$ cat src/rtl/char_term_ctrl_if.sv
// char_term_ctrl_if: byte-stream handshake, character-buffer ports and cursor/status for char_term_ctrl
interface char_term_ctrl_if #(
  parameter int ADDR_W = 13
);
  logic [7:0]        in_data;
  logic              in_valid;
  logic              in_ready;
  logic              buf_we;
  logic [ADDR_W-1:0] buf_waddr;
  logic [7:0]        buf_wdata;
  logic [ADDR_W-1:0] buf_raddr;
  logic [7:0]        buf_rdata;
  logic [6:0]        cur_col;
  logic [5:0]        cur_row;
  logic              busy;
  modport master (
    output in_data, in_valid, buf_rdata,
    input  in_ready, buf_we, buf_waddr, buf_wdata, buf_raddr, cur_col, cur_row, busy
  );
  modport slave (
    input  in_data, in_valid, buf_rdata,
    output in_ready, buf_we, buf_waddr, buf_wdata, buf_raddr, cur_col, cur_row, busy
  );
endinterface

$ cat src/rtl/char_term_ctrl.sv
// char_term_ctrl: terminal sequencer owning the write side of a character buffer (define CHAR_TERM_TAB_EN for TAB stops)
module char_term_ctrl #(
  parameter int         COLS   = 80,
  parameter int         ROWS   = 40,
  parameter int         ADDR_W = 13,
  parameter logic [7:0] BLANK  = 8'h00
) (
  input logic            clk,
  input logic            rst,
  char_term_ctrl_if.slave bus
);
  localparam int CELLS = COLS * ROWS;
  localparam int N     = (ROWS - 1) * COLS;
  typedef enum logic [1:0] {S_CLEAR, S_IDLE, S_SCROLL, S_BLANK} state_t;
  state_t            state, state_d;
  logic [ADDR_W-1:0] cnt, cnt_d, waddr, waddr_d, raddr, raddr_d, cur_addr;
  logic [7:0]        wdata, wdata_d;
  logic              we, we_d;
  logic [6:0]        col, col_d;
  logic [5:0]        row, row_d, row_nl;
  logic              acc, is_cr, is_lf, is_bs, is_ff, is_tab, printable;
  logic              last_col, last_row, newline;
`ifdef CHAR_TERM_TAB_EN
  logic [7:0]        tab_col;
  logic              tab_wrap;
`endif
  assign acc       = bus.in_valid && state == S_IDLE;
  assign is_cr     = bus.in_data == 8'h0D;
  assign is_lf     = bus.in_data == 8'h0A;
  assign is_bs     = bus.in_data == 8'h08;
  assign is_ff     = bus.in_data == 8'h0C;
`ifdef CHAR_TERM_TAB_EN
  assign is_tab    = bus.in_data == 8'h09;
  assign tab_col   = {1'b0, col | 7'd7} + 8'd1;
  assign tab_wrap  = tab_col >= 8'(COLS);
`else
  assign is_tab    = 1'b0;
`endif
  assign printable = !(is_cr || is_lf || is_bs || is_ff || is_tab);
  assign last_col  = col == 7'(COLS - 1);
  assign last_row  = row == 6'(ROWS - 1);
  assign row_nl    = last_row ? row : row + 6'd1;
`ifdef CHAR_TERM_TAB_EN
  assign newline   = is_lf || (printable && last_col) || (is_tab && tab_wrap);
`else
  assign newline   = is_lf || (printable && last_col);
`endif
  assign cur_addr  = ADDR_W'(int'(row) * COLS + int'(col));
  assign bus.in_ready  = state == S_IDLE;
  assign bus.busy      = state != S_IDLE;
  assign bus.buf_we    = we;
  assign bus.buf_waddr = waddr;
  assign bus.buf_wdata = wdata;
  assign bus.buf_raddr = raddr;
  assign bus.cur_col   = col;
  assign bus.cur_row   = row;
  // State and datapath registers; reset aborts any operation and restarts with a full clear
  always_ff @(posedge clk or posedge rst)
    if (rst) begin
      state <= S_CLEAR;
      cnt   <= '0;
      col   <= '0;
      row   <= '0;
      we    <= 1'b0;
      waddr <= '0;
      wdata <= '0;
      raddr <= '0;
    end else begin
      state <= state_d;
      cnt   <= cnt_d;
      col   <= col_d;
      row   <= row_d;
      we    <= we_d;
      waddr <= waddr_d;
      wdata <= wdata_d;
      raddr <= raddr_d;
    end
  // Next state: sweeps end on their last index, IDLE leaves only on FF or a bottom-row newline
  always_comb begin
    state_d = state;
    case (state)
      S_CLEAR:  state_d = cnt == ADDR_W'(CELLS - 1) ? S_IDLE : S_CLEAR;
      S_IDLE:   state_d = !acc ? S_IDLE : is_ff ? S_CLEAR : (newline && last_row) ? S_SCROLL : S_IDLE;
      S_SCROLL: state_d = cnt == ADDR_W'(N) ? S_BLANK : S_SCROLL;
      default:  state_d = cnt == ADDR_W'(COLS - 1) ? S_IDLE : S_BLANK;
    endcase
  end
  // Datapath: cursor update, registered buffer writes; SCROLL runs one extra cycle to drain the last copy
  always_comb begin
    cnt_d   = state_d != state ? '0 : cnt + ADDR_W'(1);
    col_d   = col;
    row_d   = row;
    we_d    = 1'b0;
    waddr_d = waddr;
    wdata_d = wdata;
    raddr_d = raddr;
    case (state)
      S_CLEAR: begin
        we_d    = 1'b1;
        waddr_d = cnt;
        wdata_d = BLANK;
      end
      S_IDLE: if (acc) begin
        if (is_cr) col_d = '0;
        else if (is_lf) row_d = row_nl;
        else if (is_bs) begin
          if (col != '0) begin
            col_d   = col - 7'd1;
            we_d    = 1'b1;
            waddr_d = cur_addr - ADDR_W'(1);
            wdata_d = BLANK;
          end
        end else if (is_ff) begin
          col_d = '0;
          row_d = '0;
        end
`ifdef CHAR_TERM_TAB_EN
        else if (is_tab) begin
          col_d = tab_wrap ? '0 : tab_col[6:0];
          row_d = tab_wrap ? row_nl : row;
        end
`endif
        else begin
          we_d    = 1'b1;
          waddr_d = cur_addr;
          wdata_d = bus.in_data;
          col_d   = last_col ? '0 : col + 7'd1;
          row_d   = last_col ? row_nl : row;
        end
        raddr_d = (newline && last_row) ? ADDR_W'(COLS) : raddr;
      end
      S_SCROLL: begin
        we_d    = cnt != '0;
        waddr_d = cnt - ADDR_W'(1);
        wdata_d = bus.buf_rdata;
        raddr_d = cnt < ADDR_W'(N - 1) ? raddr + ADDR_W'(1) : raddr;
      end
      default: begin
        we_d    = 1'b1;
        waddr_d = ADDR_W'(N) + cnt;
        wdata_d = BLANK;
      end
    endcase
  end
endmodule

$ cat src/flat_wrapper.sv
// flat-port wrapper written by rule: the top's interface ports become plain ports
module char_term_ctrl_flat 
#(
  parameter int         COLS   = 80,
  parameter int         ROWS   = 40,
  parameter int         ADDR_W = 13,
  parameter logic [7:0] BLANK  = 8'h00
)
  (clk, rst, bus_in_data, bus_in_valid, bus_buf_rdata, bus_in_ready, bus_buf_we, bus_buf_waddr, bus_buf_wdata, bus_buf_raddr, bus_cur_col, bus_cur_row, bus_busy);
  char_term_ctrl_if #(.ADDR_W(ADDR_W)) bus_i ();
  input logic clk;
  input logic rst;
  input wire logic [$bits(bus_i.in_data)-1:0] bus_in_data;
  input wire logic [$bits(bus_i.in_valid)-1:0] bus_in_valid;
  input wire logic [$bits(bus_i.buf_rdata)-1:0] bus_buf_rdata;
  output wire logic [$bits(bus_i.in_ready)-1:0] bus_in_ready;
  output wire logic [$bits(bus_i.buf_we)-1:0] bus_buf_we;
  output wire logic [$bits(bus_i.buf_waddr)-1:0] bus_buf_waddr;
  output wire logic [$bits(bus_i.buf_wdata)-1:0] bus_buf_wdata;
  output wire logic [$bits(bus_i.buf_raddr)-1:0] bus_buf_raddr;
  output wire logic [$bits(bus_i.cur_col)-1:0] bus_cur_col;
  output wire logic [$bits(bus_i.cur_row)-1:0] bus_cur_row;
  output wire logic [$bits(bus_i.busy)-1:0] bus_busy;
  assign bus_i.in_data = bus_in_data;
  assign bus_i.in_valid = bus_in_valid;
  assign bus_i.buf_rdata = bus_buf_rdata;
  assign bus_in_ready = bus_i.in_ready;
  assign bus_buf_we = bus_i.buf_we;
  assign bus_buf_waddr = bus_i.buf_waddr;
  assign bus_buf_wdata = bus_i.buf_wdata;
  assign bus_buf_raddr = bus_i.buf_raddr;
  assign bus_cur_col = bus_i.cur_col;
  assign bus_cur_row = bus_i.cur_row;
  assign bus_busy = bus_i.busy;
  char_term_ctrl #(.COLS(COLS), .ROWS(ROWS), .ADDR_W(ADDR_W), .BLANK(BLANK)) u_core (.clk(clk), .rst(rst), .bus(bus_i));
endmodule
$ cat config.mk
export PLATFORM = sky130hd
export DESIGN_NAME = char_term_ctrl_flat
export DESIGN_NICKNAME = d
export VERILOG_FILES = /design/src/rtl/char_term_ctrl_if.sv /design/src/rtl/char_term_ctrl.sv /design/src/flat_wrapper.sv
export SDC_FILE = /design/constraint.sdc
export NUM_CORES = 1
export LEC_CHECK = 0
export BUFFER_PORTS_ARGS = -buffer_cell sky130_fd_sc_hd__buf_2
export CORE_MARGIN = 2
export CORE_UTILIZATION = 25
export CTS_CLUSTER_SIZE = 25
export DETAILED_ROUTE_END_ITERATION = 7
export PLACE_DENSITY = 0.46
export SLEW_MARGIN = 0
export SYNTH_ARGS = -nofsm -noshare
export SYNTH_HDL_FRONTEND = slang
export SYNTH_SLANG_ARGS = --single-unit
$ cat constraint.sdc
create_clock -name clk -period 3.9 [get_ports clk]
set_clock_uncertainty 0.05 [all_clocks]
set_input_delay 0.195 -clock clk [delete_from_list [all_inputs] [get_ports clk]]
set_output_delay 0.195 -clock clk [all_outputs]
set_load 0.05 [all_outputs]
Word-level counts from Yosys, hierarchy flattened --
Cells that the tools add are included.
Word-level totals: flip-flop bits (word level) 63, input port bits 19, word-level logic and storage cells 104, output and inout port bits 50
Cells by class: mux-type cells 44, $lt $le $gt $ge 1, equal/unequal tests 23, multipliers 1, bitwise operators 1, add/sub/neg operators 9, reduce and logical (&&, ||, !) cells 17
Operators with widths (count):
- $mux 13 | 10
- $mux 8 | 6
- $mux 7 | 6
- $pmux 13 s3 | 1
- $eq 8x4->1 const B | 4
- $mux 6 | 5
- $add 13x1->13 const B | 2
- $eq 13x12->1 const B | 2
- $pmux 13 s2 | 1
- $sub 13x1->13 const B | 2
- $pmux 8 s2 | 1
- $add 12x13->13 const A | 1
- $add 13x8->13 | 1
- $eq 13x7->1 const B | 1
- $lt 13x12->1 const B | 1
- $reduce_bool 13->1 | 1
- $ne 2x1->1 const B | 6
- $reduce_and 5->1 | 2
- $mul 6x3->9 const B | 1
- $mux 1 | 8
- $mux 2 | 4
- $reduce_and 4->1 | 2
- $add 7x1->7 const B | 1
- $eq 7x7->1 const B | 1
- other kinds (19) | 26

Longest topological paths before layout --
Gate-level depths: netlist of the first run.
depth in word-level cells 14, depth in mapped cells 10, gate-level depth less buffers 9

Worst setup path after synthesis of the first run --
OpenSTA, ideal clock, no wires.
path kind register to register, start register u_core.row[3], in the netlist u_core.bus.cur_row[3], end register u_core.waddr[12], in the netlist u_core.bus.buf_waddr[12], data arrival time 3.185 ns, period minus slack after synthesis 3.304 ns, required time 3.781 ns, buffers on the path 0, stages on the path, launching flop included 10, path slack 0.596 ns, setup time 0.069 ns, cell sequence dfrtp_1 ha_1 ha_1 fa_1 nand2_1 or4_1 nor3_1 xor2_1 a2111o_1 nand3_1
On the way: cells in the longest elaborated chain, start to end 9, elaborated cells between the ends (all ways) 10, those cells by class add/sub: 2; mul: 1; mux: 7
RTL lines:
- from (decl) | line char_term_ctrl.sv:20 | logic [5:0] row, row_d, row_nl;
- from (signal assigned) | line char_term_ctrl.sv:72 | row <= row_d;
- $mul 6x3->9 (*) | line char_term_ctrl.sv:48 | assign cur_addr = ADDR_W'(int'(row) * COLS + int'(col));
- $add 13x8->13 (*) | line char_term_ctrl.sv:48
- $sub 13x1->13 | line char_term_ctrl.sv:110 | waddr_d = cur_addr - ADDR_W'(1);
- $mux 13 | line char_term_ctrl.sv:107 | if (col != '0) begin
- $mux 13 (*) | line char_term_ctrl.sv:106 | else if (is_bs) begin
- $mux 13 (*) | line char_term_ctrl.sv:105 | else if (is_lf) row_d = row_nl;
- $mux 13 (*) | line char_term_ctrl.sv:104 | if (is_cr) col_d = '0;
- $mux 13 (*) | line char_term_ctrl.sv:103 | S_IDLE: if (acc) begin
- $pmux 13 s3 (*) | line char_term_ctrl.sv:97 | case (state)
- to (signal assigned) | line char_term_ctrl.sv:74 | waddr <= waddr_d;
- to (decl) | line char_term_ctrl.sv:16 | logic [ADDR_W-1:0] cnt, cnt_d, waddr, waddr_d, raddr, raddr_d, cur_addr;
Mark *: on every way between the ends. The rest lies on a longest branch, timed or not. The select of a mux whose other input is x is not followed. A chain may end at the register's enable or synchronous reset.

Final worst setup path of the first run --
start register u_core.row[3], in the netlist u_core.bus.cur_row[3], end register u_core.waddr[11], in the netlist u_core.bus.buf_waddr[11]
Same word-level chain as after synthesis.

==> results of run 1 <==
[state kept, by name (all words and copies together), names as in the netlist]
name and count:
u_core.bus.buf_raddr 13, u_core.bus.buf_waddr 13, u_core.bus.buf_wdata 8, u_core.bus.buf_we 1
u_core.bus.cur_col 7, u_core.bus.cur_row 6, u_core.cnt 13, u_core.state 2
[critical path, cell delays in order, from the launching register on]
cell and delay [ps]:
dfrtp_1 460, ha_1 310, ha_1 220, fa_1 550, nand2_1 110, or4_1 550, nor3_1 250, xor2_1 280
xor2_1 220, o21ai_2 80
[power breakdown]
group          internal, mW  switching, mW  total (mW)  leakage, nW
Sequential            0.835          0.223        1.06        0.820
Combinational         0.753           1.80        2.55         1.68
Clock                 0.574          0.314       0.889        0.162
[metrics by stage]
stage	cell area (um2)	util (%)	setup slack (ps)	cells
3_5_place_dp	5820	27.9	721	937
2_1_floorplan	5260	-	596	622
4_1_cts	6150	29.5	706	954
6_report	6150	29.5	713	954
5_1_grt	6150	29.5	470	954
3_3_place_gp	5820	27.9	746	937
[layer usage]
metal  GRT usage [%]  vias to the layer above  share of wire [%]
met1            22.1                     2356                 51
met4            4.19                        2                1.4
met2            22.8                      125                 42
met5               0                        -              0.043
li1                -                     2413                  -
met3            3.36                       15                5.3
[logic make-up (layout without fill, tap and decap cells)]
family	count (synthesis)	in the layout	share of synthesized area [%]
xor+xnor	34	34	5.92
simple gates	246	246	26.4
buf+inv	74	131	6.44
flops	63	63	30.0
mux	5	5	0.975
compound gates	172	172	23.3
fa+ha+maj	28	28	6.94
[synthesized netlist by cell type, drive strengths merged (3+ instances only)]
cell    instances  area (um2)
a211o           5        43.8
a211oi         14         105
a21boi          3        26.3
a21o            4        30.0
a21oi          25         129
a22o            8        70.1
a311oi          4        35.0
a31oi           7        43.8
a41oi           4        35.0
and2           13        81.3
and3           15        93.8
and4            7        62.6
buf            19         131
clkbuf         19        72.6
dfrtp          63        1580
ha             26         325
inv            35         131
mux2i           4        40.0
nand2          53         199
nand2b          5        31.3
nand3          28         140
nand3b          4        30.0
nand4          12        75.1
nand4b          3        26.3
nor2           35         131
nor2b           4        25.0
nor3           30         200
nor3b           5        47.5
nor4           11        90.1
o211ai         18         135
o21a            5        37.5
o21ai          42         214
o31a            3        26.3
o31ai          12        90.1
or2             4        25.0
or3             8        56.3
or4             5        41.3
xnor2          19         166
xor2           14         123
[cell type report]
| cell class | instances | area [um2] | share of cell area [%] |
|---|---|---|---|
| Tap cell | 275 | 344 | 5.60 |
| Multi-Input combinational cell | 485 | 3350 | 54.4 |
| Timing Repair Buffer | 79 | 425 | 6.92 |
| Sequential cell | 63 | 1580 | 25.6 |
| Inverter | 36 | 135 | 2.20 |
| Clock inverter | 6 | 83.8 | 1.36 |
| Clock buffer | 10 | 239 | 3.89 |
[repair_timing]
action / 4_1_cts / 5_1_grt
hold buffers: 1 / 0
setup buffers: 0 / 0
endpoints found under the hold margin: 28 / 0
[path summary, 6_finish.rpt]
check | start | end | slack [ps] | cells past startpoint
min reg2reg | u_core.bus.buf_waddr[3] | u_core.bus.buf_waddr[3] | 430 | 2
max | u_core.bus.cur_row[3] | u_core.bus.buf_waddr[11] | 710 | 9
min in group asynchronous | rst | u_core.bus.buf_waddr[2] | 460 | 3
max in group asynchronous | rst | u_core.bus.buf_raddr[6] | 2410 | 4
max reg2reg | u_core.bus.cur_row[3] | u_core.bus.buf_waddr[11] | 710 | 9
min | bus_buf_rdata[7] | u_core.bus.buf_wdata[7] | 20 | 2
==> flow_summary_export.csv, run 1 <==
group,metric,value,unit
sta,rsz0062_at_grt,"false",
finish,diodes,0,
pwr,power_leakage,2.66,nW
sta,finalCriticalPeriod,3190,ps
sta,fmax,314,MHz
finish,finish.net_count,721,
critical_path,startpoint_type,"flip-flop",
pwr,peakVddDrop,0.423,mV
clock_tree,cts_made_buffers,9,
finish,final_cell_mix,"68 x buf_2, 63 x dfrtp_1, 53 x nand2_1, 37 x o21ai_0, 35 x nor2_1",
clock_tree,ctsRootBufferMaster,"clkbuf_16",
grt,grt_pass1_vias,4889,
sta,hold_violations,0,
floorplanning,dieArea,22200,um2
grt,overflow,0,
logic_synthesis,yosysWarnings,0,
logic_synthesis,dominantRegCellSynth,"dfrtp_1",
logic_synthesis,synthCells,622,
logic_synthesis,ys_ff_latch,63,
floorplanning,die_height,149,um
pwr,power_density,731,nW/um2
placement,gp_congestion,0.803,
floorplanning,ios,69,
routing,drtAntennaViolNets,0,
clock_tree,clk_latency,340,ps
logic_synthesis,syn_avg_cell_area,8.46,um2
grt,antenna_found_initial,1,
sta,finalSetupTns,0,ps
placement,dp_hpwl,12300,um
finish,area_growth,16.9,%
routing,wl_per_cell,17.0,um
logic_synthesis,synth_seq_area_share,30.0,%
job,drv_cap,0,
floorplanning,die_w,149,um
routing,routed_via_density,5.15,
sta,setup_viol,0,
clock_tree,clk_pin_slew,60,ps
clock_tree,cts_tree,"yes",
logic_synthesis,netlist_area,5260,um2
floorplanning,core,20800,um2
clock_tree,h-tree-depth,3,
critical_path,crit_required,4080,ps
critical_path,crit_fanout,8,
finish,fill_cells,2284,
grt,grt_max_degree,36,
sta,post-route-period-util,81.7,%
sta,finalMaxSlewViolations,0,
status,status,"finished clean",
sta,hold_ws,22.0,ps
critical_path,endpoint_kind,"flip-flop",
grt,grt_usage,15.2,%
critical_path,critPathArrivalTime,3370,ps
floorplanning,start_util,25.3,%
logic_synthesis,synth_edf_count,0,
routing,firstDrtPassIters,4,
clock_tree,cts_buffer_depth,2,
logic_synthesis,async_flop_share,100,%
clock_tree,numClockSinks,63,
finish,final_common_cell,"buf_2",
routing,routed_wl,16300,um
routing,vias,4911,
grt,grt_first_pass_wirelength,26800,um
finish,drive_gt1_share,18.0,%
sta,maxSlewHeadroom,46.5,%
critical_path,worstSetupPathType,"reg -> reg",
logic_synthesis,synthesis.nets,669,
clock_tree,cts_repair_resize_count,0,
logic_synthesis,yosysUniqueCellTypes,79,
placement,io_buffers,68,
routing,drt-initial-drc-count,292,
sta,worst_pin_slew,797,ps
min_path,min_path_type,"in -> reg",
routing,drc_errors,0,
pwr,finalPower,4.50,mW
floorplanning,placementRows,53,
(Power assumes the default switching activity.)
==> inputs of run 2 (changes only) <==
clock period = 3.3 ns   (was 3.9 ns; I/O delays follow)
==> run 2 against run 1 <==
  * Flip-flop and latch count is the same
  * Sequential power grew 16%
  * Cell count grew 2.1%
  * Global-route usage is essentially flat
  * First-iteration DRC count shrank 9.2%
  * Critical path type unchanged
  * Combinational power grew 22%
  * Highest routed layer is now met4
  * Core utilization grew 0.66 points
  * Critical path depth is the same
  * Register-to-register slack lost 490 ps
  * Clock-buffer cell count is the same
  * Non-clock buffer count grew 20
==> flow_summary_export.csv, run 2 (synthesis gave the netlist of run 1 again) <==
group,metric,value,unit
status,status,"finished clean",
pwr,p_sw_share,52.3,%
job,drv_cap,0,
critical_path,startpoint,"u_core.bus.cur_row[3]",
sta,post-route-period-util,93.3,%
sta,fmax,325,MHz
pwr,clkPwrFrac,18.5,%
min_path,min_path_type,"in -> reg",
critical_path,cpMaxStageDelayCell,"fa_1",
floorplanning,dieArea,22200,um2
floorplanning,start_util,25.3,%
critical_path,crit_fanout,4,
min_path,hold_start,"bus_buf_rdata[1]",
floorplanning,placementRows,53,
clock_tree,cts_repair_resize_count,0,
clock_tree,cts_buffer_depth,2,
grt,grt.busiest_layer,"met1",
routing,vias,4911,
critical_path,critPathMaxStageDelay,540,ps
critical_path,critPathArrivalTime,3250,ps
sta,finalSetupTns,0,ps
critical_path,startpoint_type,"flip-flop",
finish,final_common_cell,"buf_2",
pwr,p_comb_share,58.4,%
grt,grt_max_degree,32,
grt,grt_pass1_vias,4832,
pwr,peakVddDrop,0.396,mV
finish,drive_gt1_share,19.9,%
finish,final_cell_mix,"68 x buf_2, 62 x dfrtp_1, 53 x nand2_1, 37 x o21ai_0, 35 x nor2_1",
grt,overflow,0,
critical_path,path_common_cell,"ha_1",
routing,drc_errors,0,
pwr,seqPwrFrac,23.2,%
floorplanning,core,20800,um2
grt,grt_first_pass_wirelength,26800,um
critical_path,crit_required,3470,ps
routing,routed_wl,16400,um
sta,maxSlewHeadroom,60.2,%
pwr,power_leakage,2.74,nW
clock_tree,ctsRootBufferMaster,"clkbuf_16",
floorplanning,ios,69,
clock_tree,cts_setup_buffers,0,
grt,use_met2,22.6,%
floorplanning,die_height,149,um
finish,diodes,0,
clock_tree,clk_latency,350,ps
clock_tree,cts_tree,"yes",
routing,drt-initial-drc-count,265,
routing,firstDrtPassIters,4,
clock_tree,cts_made_buffers,9,
sta,hold_violations,0,
sta,finalMaxSlewViolations,0,
sta,rsz0062_at_grt,"false",
finish,finish.net_count,741,
pwr,power_density,844,nW/um2
critical_path,worstPathCellList,"ha_1 -> ha_1 -> fa_1 -> nand2_1 -> a211o_1 -> or4_1 -> a211oi_1 -> a2111o_1 -> nand3_1",
placement,gp_congestion,0.798,
pwr,intPower,2.53,mW
clock_tree,clk_pin_slew,60,ps
finish,fill_cells,2276,
critical_path,worstSetupPathType,"reg -> reg",
grt,grt_usage,15.2,%
pwr,p_switching,2.78,mW
grt,antenna_found_initial,0,
critical_path,timing.rr.start,"u_core.bus.cur_row[3]",
finish,area_growth,19.5,%
clock_tree,h-tree-depth,3,
grt,grt_use_met3,2.91,%
sta,worst_pin_slew,593,ps
clock_tree,numClockSinks,63,
pwr,finalPower,5.31,mW
critical_path,endpoint_kind,"flip-flop",
placement,dp_hpwl,12500,um
finish,instances_no_fill,974,
routing,wl_per_cell,16.9,um
placement,io_buffers,68,
critical_path,crit_family,"adder cells",
routing,drtAntennaViolNets,0,
routing,routed_via_density,5.04,
grt,grt_util_met1,22.8,%
clock_tree,cts_hold_buf,5,
critical_path,crit_buf_inv,0,
sta,finalCriticalPeriod,3080,ps
floorplanning,die_w,149,um
placement,dp.cells,953,
sta,setup_viol,0,
finish,post-route-util,30.2,%
## run 2: cell types whose count changed in the layout (fill, tap and decap cells not counted), sizes merged
cell	delta
buf	+16
dlygate4sd3	+4
clkinvlp	+2
bufinv	-1
clkinv	-1
## run 2: layer usage
metal	vias to the layer above	wire (um)
met3	13	882
li1	2452	-
met1	2322	8580
met5	-	0
met2	124	6780
met4	0	189
## run 2: power by group through the flow
stage | Clock (mW) | Sequential (mW) | Combinational [mW]
after detailed placement | 0 | 1.24 | 3.09
after global routing | 1.03 | 1.27 | 3.38
after global placement | 0 | 1.25 | 3.09
final | 0.980 | 1.23 | 3.10
after floorplan | 0 | 1.75 | 1.73
after CTS | 1.00 | 1.23 | 3.11
## run 2: worst paths after layout
| path | depth (start not counted) | slack [ps] | to |
|---|---|---|---|
| worst max-delay path | 9 | 220 | u_core.bus.buf_waddr[12] |
| worst min-delay path | 2 | 20 | u_core.bus.buf_wdata[1] |
| worst max register to register | 9 | 220 | u_core.bus.buf_waddr[12] |
| worst min register to register | 2 | 430 | u_core.bus.buf_wdata[3] |
| max in group asynchronous | 4 | 2090 | u_core.state[0] |
| min in group asynchronous | 3 | 320 | u_core.bus.buf_waddr[10] |
## run 2: cell type report
type,instances,area (um2),area share (%)
Multi-Input combinational cell,485,3350,53.2
Timing Repair Buffer,99,586,9.31
Clock buffer,10,239,3.80
Sequential cell,63,1580,25.1
Tap cell,275,344,5.47
Inverter,36,135,2.15
Clock inverter,6,60.1,0.955
## run 2: per-stage QoR
step	setup slack, ps	instance area [um2]	hold WS (ps)
detailed placement	211	5940	150
floorplan	33.3	5260	248
global route	49.2	6290	12.9
CTS	210	6290	0.896
global placement	228	5940	150
finish	220	6290	15.2
## run 2: worst register-to-register path: stages (launching register included)
cell      delay, ps
dfrtp_2         400
ha_1            280
ha_1            220
fa_1            540
nand2_1         110
a211o_1         310
or4_1           450
a211oi_1        340
a2111o_1        190
nand3_1          70
